## src/rtl/multicycle_ctrl.sv

```systemverilog
// Multicycle MIPS-subset control unit: static decode plus IF/ID/EX/MEM/WB sequencer.
// Optional MEM wait handshake on mem_ready is compiled in with MULTICYCLE_MEM_WAIT_EN.
module multicycle_ctrl (
    input  logic        clk,
    input  logic        reset,
    input  logic [5:0]  opcode,
    input  logic [5:0]  funct,
    input  logic        zero,
    input  logic        mem_ready,
    output logic        PCWr,
    output logic        IRWr,
    output logic        RegWr,
    output logic        MemWr,
    output logic        nPC_sel,
    output logic        RegDst,
    output logic        ALUSrc,
    output logic        MemtoReg,
    output logic [1:0]  ExtOp,
    output logic [2:0]  ALUctr,
    output logic [2:0]  state,
    output logic        illegal,
    output logic [31:0] retired
);

    typedef enum logic [2:0] {
        S_IF  = 3'd0,
        S_ID  = 3'd1,
        S_EX  = 3'd2,
        S_MEM = 3'd3,
        S_WB  = 3'd4
    } state_t;

    state_t      state_q, state_d;
    logic [31:0] retired_q, retired_d;

    logic is_add_s, is_sub_s, is_and_s, is_addi_s, is_ori_s, is_andi_s;
    logic is_lw_s, is_sw_s, is_beq_s, is_lui_s, is_rtype_s, legal_s;
    logic mem_done_s;
    logic pc_wr_s, ir_wr_s, reg_wr_s, mem_wr_s, npc_sel_s, illegal_s, retire_s;
    logic [2:0] alu_ctr_s;
    logic [1:0] ext_op_s;

`ifdef MULTICYCLE_MEM_WAIT_EN
    assign mem_done_s = mem_ready;
`else
    logic unused_mem_ready_s;
    assign unused_mem_ready_s = mem_ready;
    assign mem_done_s         = 1'b1;
`endif

    // Instruction decode: one-hot instruction class flags from opcode/funct
    always_comb begin
        is_add_s  = 1'b0;
        is_sub_s  = 1'b0;
        is_and_s  = 1'b0;
        is_addi_s = 1'b0;
        is_ori_s  = 1'b0;
        is_andi_s = 1'b0;
        is_lw_s   = 1'b0;
        is_sw_s   = 1'b0;
        is_beq_s  = 1'b0;
        is_lui_s  = 1'b0;
        case (opcode)
            6'h00: begin
                case (funct)
                    6'h20, 6'h21: is_add_s = 1'b1;
                    6'h22, 6'h23: is_sub_s = 1'b1;
                    6'h24:        is_and_s = 1'b1;
                    default:      is_add_s = 1'b0;
                endcase
            end
            6'h08, 6'h09: is_addi_s = 1'b1;
            6'h0D:        is_ori_s  = 1'b1;
            6'h0C:        is_andi_s = 1'b1;
            6'h23:        is_lw_s   = 1'b1;
            6'h2B:        is_sw_s   = 1'b1;
            6'h04:        is_beq_s  = 1'b1;
            6'h0F:        is_lui_s  = 1'b1;
            default:      is_add_s  = 1'b0;
        endcase
    end

    assign is_rtype_s = is_add_s | is_sub_s | is_and_s;
    assign legal_s    = is_rtype_s | is_addi_s | is_ori_s | is_andi_s |
                        is_lw_s | is_sw_s | is_beq_s | is_lui_s;

    // Static datapath controls; every flag is zero for an illegal encoding
    always_comb begin
        alu_ctr_s = 3'b000;
        ext_op_s  = 2'b00;
        if (is_add_s | is_addi_s | is_lw_s | is_sw_s) begin
            alu_ctr_s = 3'b010;
        end else if (is_ori_s) begin
            alu_ctr_s = 3'b001;
        end else if (is_sub_s | is_beq_s) begin
            alu_ctr_s = 3'b110;
        end else if (is_lui_s) begin
            alu_ctr_s = 3'b111;
        end else begin
            alu_ctr_s = 3'b000;
        end
        if (is_addi_s | is_lw_s | is_sw_s) begin
            ext_op_s = 2'b01;
        end else if (is_lui_s) begin
            ext_op_s = 2'b10;
        end else begin
            ext_op_s = 2'b00;
        end
    end

    assign ALUctr   = alu_ctr_s;
    assign ExtOp    = ext_op_s;
    assign RegDst   = is_rtype_s;
    assign ALUSrc   = is_ori_s | is_andi_s | is_addi_s | is_lw_s | is_sw_s | is_lui_s;
    assign MemtoReg = is_lw_s;

    // Sequencer: next state, write strobes and retirement
    always_comb begin
        state_d   = state_q;
        pc_wr_s   = 1'b0;
        ir_wr_s   = 1'b0;
        reg_wr_s  = 1'b0;
        mem_wr_s  = 1'b0;
        npc_sel_s = 1'b0;
        illegal_s = 1'b0;
        retire_s  = 1'b0;
        case (state_q)
            S_IF: begin
                ir_wr_s = 1'b1;
                pc_wr_s = 1'b1;
                state_d = S_ID;
            end
            S_ID: begin
                if (legal_s) begin
                    state_d = S_EX;
                end else begin
                    illegal_s = 1'b1;
                    state_d   = S_IF;
                end
            end
            S_EX: begin
                if (is_beq_s) begin
                    npc_sel_s = 1'b1;
                    pc_wr_s   = zero;
                    retire_s  = 1'b1;
                    state_d   = S_IF;
                end else if (is_lw_s | is_sw_s) begin
                    state_d = S_MEM;
                end else begin
                    state_d = S_WB;
                end
            end
            S_MEM: begin
                if (is_sw_s) begin
                    mem_wr_s = 1'b1;
                    if (mem_done_s) begin
                        retire_s = 1'b1;
                        state_d  = S_IF;
                    end else begin
                        state_d = S_MEM;
                    end
                end else if (is_lw_s) begin
                    state_d = mem_done_s ? S_WB : S_MEM;
                end else begin
                    state_d = S_IF;
                end
            end
            S_WB: begin
                reg_wr_s = 1'b1;
                retire_s = 1'b1;
                state_d  = S_IF;
            end
            default: state_d = S_IF;
        endcase
    end

    assign retired_d = retired_q + {31'd0, retire_s};

    // Strobes are gated by reset so an aborted instruction writes nothing
    assign PCWr    = pc_wr_s   & ~reset;
    assign IRWr    = ir_wr_s   & ~reset;
    assign RegWr   = reg_wr_s  & ~reset;
    assign MemWr   = mem_wr_s  & ~reset;
    assign nPC_sel = npc_sel_s & ~reset;
    assign illegal = illegal_s & ~reset;
    assign state   = state_q;
    assign retired = retired_q;

    // State and retirement counter registers
    always_ff @(posedge clk) begin
        if (reset) begin
            state_q   <= S_IF;
            retired_q <= 32'd0;
        end else begin
            state_q   <= state_d;
            retired_q <= retired_d;
        end
    end

endmodule

```

## config.mk

```make
export PLATFORM = sky130hd
export DESIGN_NAME = multicycle_ctrl
export DESIGN_NICKNAME = d
export VERILOG_FILES = /design/src/rtl/multicycle_ctrl.sv
export SDC_FILE = /design/constraint.sdc
export NUM_CORES = 1
export LEC_CHECK = 0
export ABC_CLOCK_PERIOD_IN_PS = 3050
export BUFFER_PORTS_ARGS = -buffer_cell sky130_fd_sc_hd__buf_2
export CORE_ASPECT_RATIO = 1.5
export CORE_UTILIZATION = 44
export DETAILED_ROUTE_END_ITERATION = 6
export GPL_ROUTABILITY_DRIVEN = 0
export PLACE_DENSITY_LB_ADDON = 0.25
export SLEW_MARGIN = 15
export SYNTH_ARGS = -nofsm -noshare
export SYNTH_HDL_FRONTEND = slang
export SYNTH_SLANG_ARGS = --single-unit
```

## constraint.sdc

```tcl
create_clock -name clk -period 3.05 [get_ports clk]
set_input_delay 0.61 -clock clk [delete_from_list [all_inputs] [get_ports clk]]
set_output_delay 0.61 -clock clk [all_outputs]
set_load 0.01 [all_outputs]
```

==> run summary <==
outcome = finished, final reports clean
first-pass GRT wire length = 6.38 mm
IO buf count = 63
syn_area_per_cell = 8.23 um2
CTS H-Tree Depth = 2
cells along the critical path = buf_2, nor2_1, and3b_1, nand2_1, o21ai_0, a22o_1, ha_1, ha_1, inv_1, or4_1, or3_1, a21oi_1
TritonCTS clock tree = yes
worst slack, placed = 9.42 ps
Starting Density = 45.5%
HP Start = retired[31]
Setup crit end kind = register
fmax = 369 MHz
die width = 54.0 um
worst min path class = reg -> reg
Pins Over Slew Limit = 0
Site Rows = 28
CP max FO = 6
sequential area share after synthesis = 39.2%
Synth Register Bits = 35
top_reg_cell synth = dfxtp_1
CP max-delay cell = or4_1
most frequent cells in the layout = buf_2 (63), nor2_1 (38), dfxtp_1 (35)
Antenna diodes = 0
cts repair resizes = 0
origin of the critical flop-to-flop path = state[0]
Final Setup Violations = 0
vias per cell = 5.24
Mapped Cells = 217
via count = 1,755
hpwl dp = 2.94 mm
First-pass DRT Iterations = 4
Placed Area = 2210 um2
Worst Slack Setup Final = 344 ps
crit path launch type = input port
largest area contributor in the netlist = dfxtp_1
r2r setup slk = 600 ps
CTS max path bufs = 2
Routed WL = 3.99 mm
crit-path leading delay family = simple AND/OR/NAND/NOR gates
Fillers = 407
multi-input gate area in the final layout = 1030 um2
leakage power = 1.07 nW
gr ovfl total = 0
Ports = 65
Worst-Skew Late Latency = 280 ps
most frequent CP cell = ha_1
largest net degree at the start of global routing = 37
Reg clk slew, reported paths = 70 ps
max_cap viols = 0
Post-CTS Setup Bufs = 0
GRT Resource Usage Total = 19.7%
WS Path Type = in -> reg
cell area after layout = 2330 um2
Synthesized Nets = 235
Final Hold Vio Count = 0
commonest non-fill, non-tap cell in the layout = buf_2
Yosys warnings = 0
slowest stage delay, CP = 580 ps
DIE HEIGHT = 80.0 um
die area = 4320 um2
worst reg2reg path depth = 9
nets = 307
Max-slew headroom = 57.8%
core region area = 3920 um2
Distinct cells, synth = 45
initial antenna violation count = 0
root cell of the clock tree = clkbuf_8
VDD IR max = 319 uV
EDFF count, synth = 0
final cycle utilization of the critical path = 88.7%
Clock Sinks = 35
Starting DRT DRC Count = 33
Tmin final = 2710 ps
Tot Pwr = 0.947 mW
reg2reg end = retired[12]
Final ANT Viol Nets = 0
Cell Area, Synth = 1790 um2
ranking of synthesized cells by area = dfxtp_1 (39%), xor2_1 (10%), nor2_1 (8.0%)
Worst Hold End = retired[31]
share of the synthesized area in the top cell type = 39.2%
cts hold-fix bufs = 0
number of buffers created by CTS = 5
residual DRC count = 0
share of layout cells above drive strength 1 = 31.4%
clock skew = 4.14 ps
vias in the first global route = 1,520
Sequential Area = 701 um2
hold path depth = 2
Worst EP required = 3270 ps
Cell Pwr Density = 407 nW/um2
RSZ-0062 raised after global routing = no
CP arrival = 2920 ps
ys async rst share = 0%
WL per Instance = 11.9 um
Buf+Inv Stages, Crit Path = 2
TNS Setup = 0 ps
Area Growth Syn to Fin = 30.3%
measured slew at the worst slew-check pin = 633 ps
## worst min-delay path, delay by kind of cell, from the launching register on
kind | cells | cell delay (ps)
compound gates | 2 | 130
flops | 1 | 330
## per-layer routing
layer / share of wire (%) / GRT usage (%) / wire length, um / up-vias
li1: - / - / - / 901
met2: 54 / 37.2 / 2150 / 50
met4: 1.1 / 6.15 / 42 / 0
met5: 0 / 0 / 0 / -
met1: 40 / 19.7 / 1600 / 798
met3: 5.1 / 5.33 / 205 / 6
## flip-flops by register name (all words and copies together), names as in the netlist
signal,flops
retired,32
state,3
## Yosys cell counts (2+ instances only)
cell      instances
and2_1            2
o21ai_0           6
nand4_1           8
nor2b_1           3
nand3_1          20
nor4b_1           3
and3_1            5
inv_1             5
nand2_1          13
dfxtp_1          35
ha_1              2
a31oi_1           2
clkbuf_1          9
a21oi_1           5
or3_1             3
or4_1             2
nand4b_1          2
nor3_1            3
xor2_1           21
xnor2_1           5
nor3b_1           2
nor2_1           38
## metrics by stage
step                instances  util [%]  hold slack (ps)
global placement          327      56.3              465
floorplan                 217         -              497
CTS                       335      59.3              488
detailed placement        327      56.3              477
finish                    335      59.3              494
global route              335      59.3              525
## power breakdown
group	internal [mW]	switching (mW)
clock	0.264	0.164
sequential	0.458	0.00433
combinational	0.0241	0.0318
total	0.747	0.200
## worst max path at each step
| stage | slack, ps | cells past startpoint | end | start |
|---|---|---|---|---|
| floorplan | 10 | 13 | retired[12] | opcode[3] |
| global placement | 60 | 12 | retired[12] | opcode[1] |
| detailed placement | 9 | 12 | retired[12] | opcode[1] |
| CTS | 320 | 12 | retired[12] | opcode[1] |
| global route | 180 | 12 | retired[12] | opcode[1] |
| finish | 340 | 12 | retired[12] | opcode[1] |
## kinds of logic after synthesis
family | share of synthesized area [%]
buffers and inverters | 3.22
AO/OA/AOI/OAI | 8.26
adder cells (fa/ha/maj) | 1.40
XOR/XNOR | 12.7
AND/OR/NAND/NOR | 34.5
multiplexers | 0.630
flip-flops | 39.2
## layout make-up
type	count	area share, %
inverters	5	0.806
well taps	45	2.42
multi-input cells	167	44.2
clock buffers	6	3.55
flip-flops and latches	35	30.1
repair buffers	75	17.4
clock inverters	2	1.51
(Power assumes the default switching activity.)
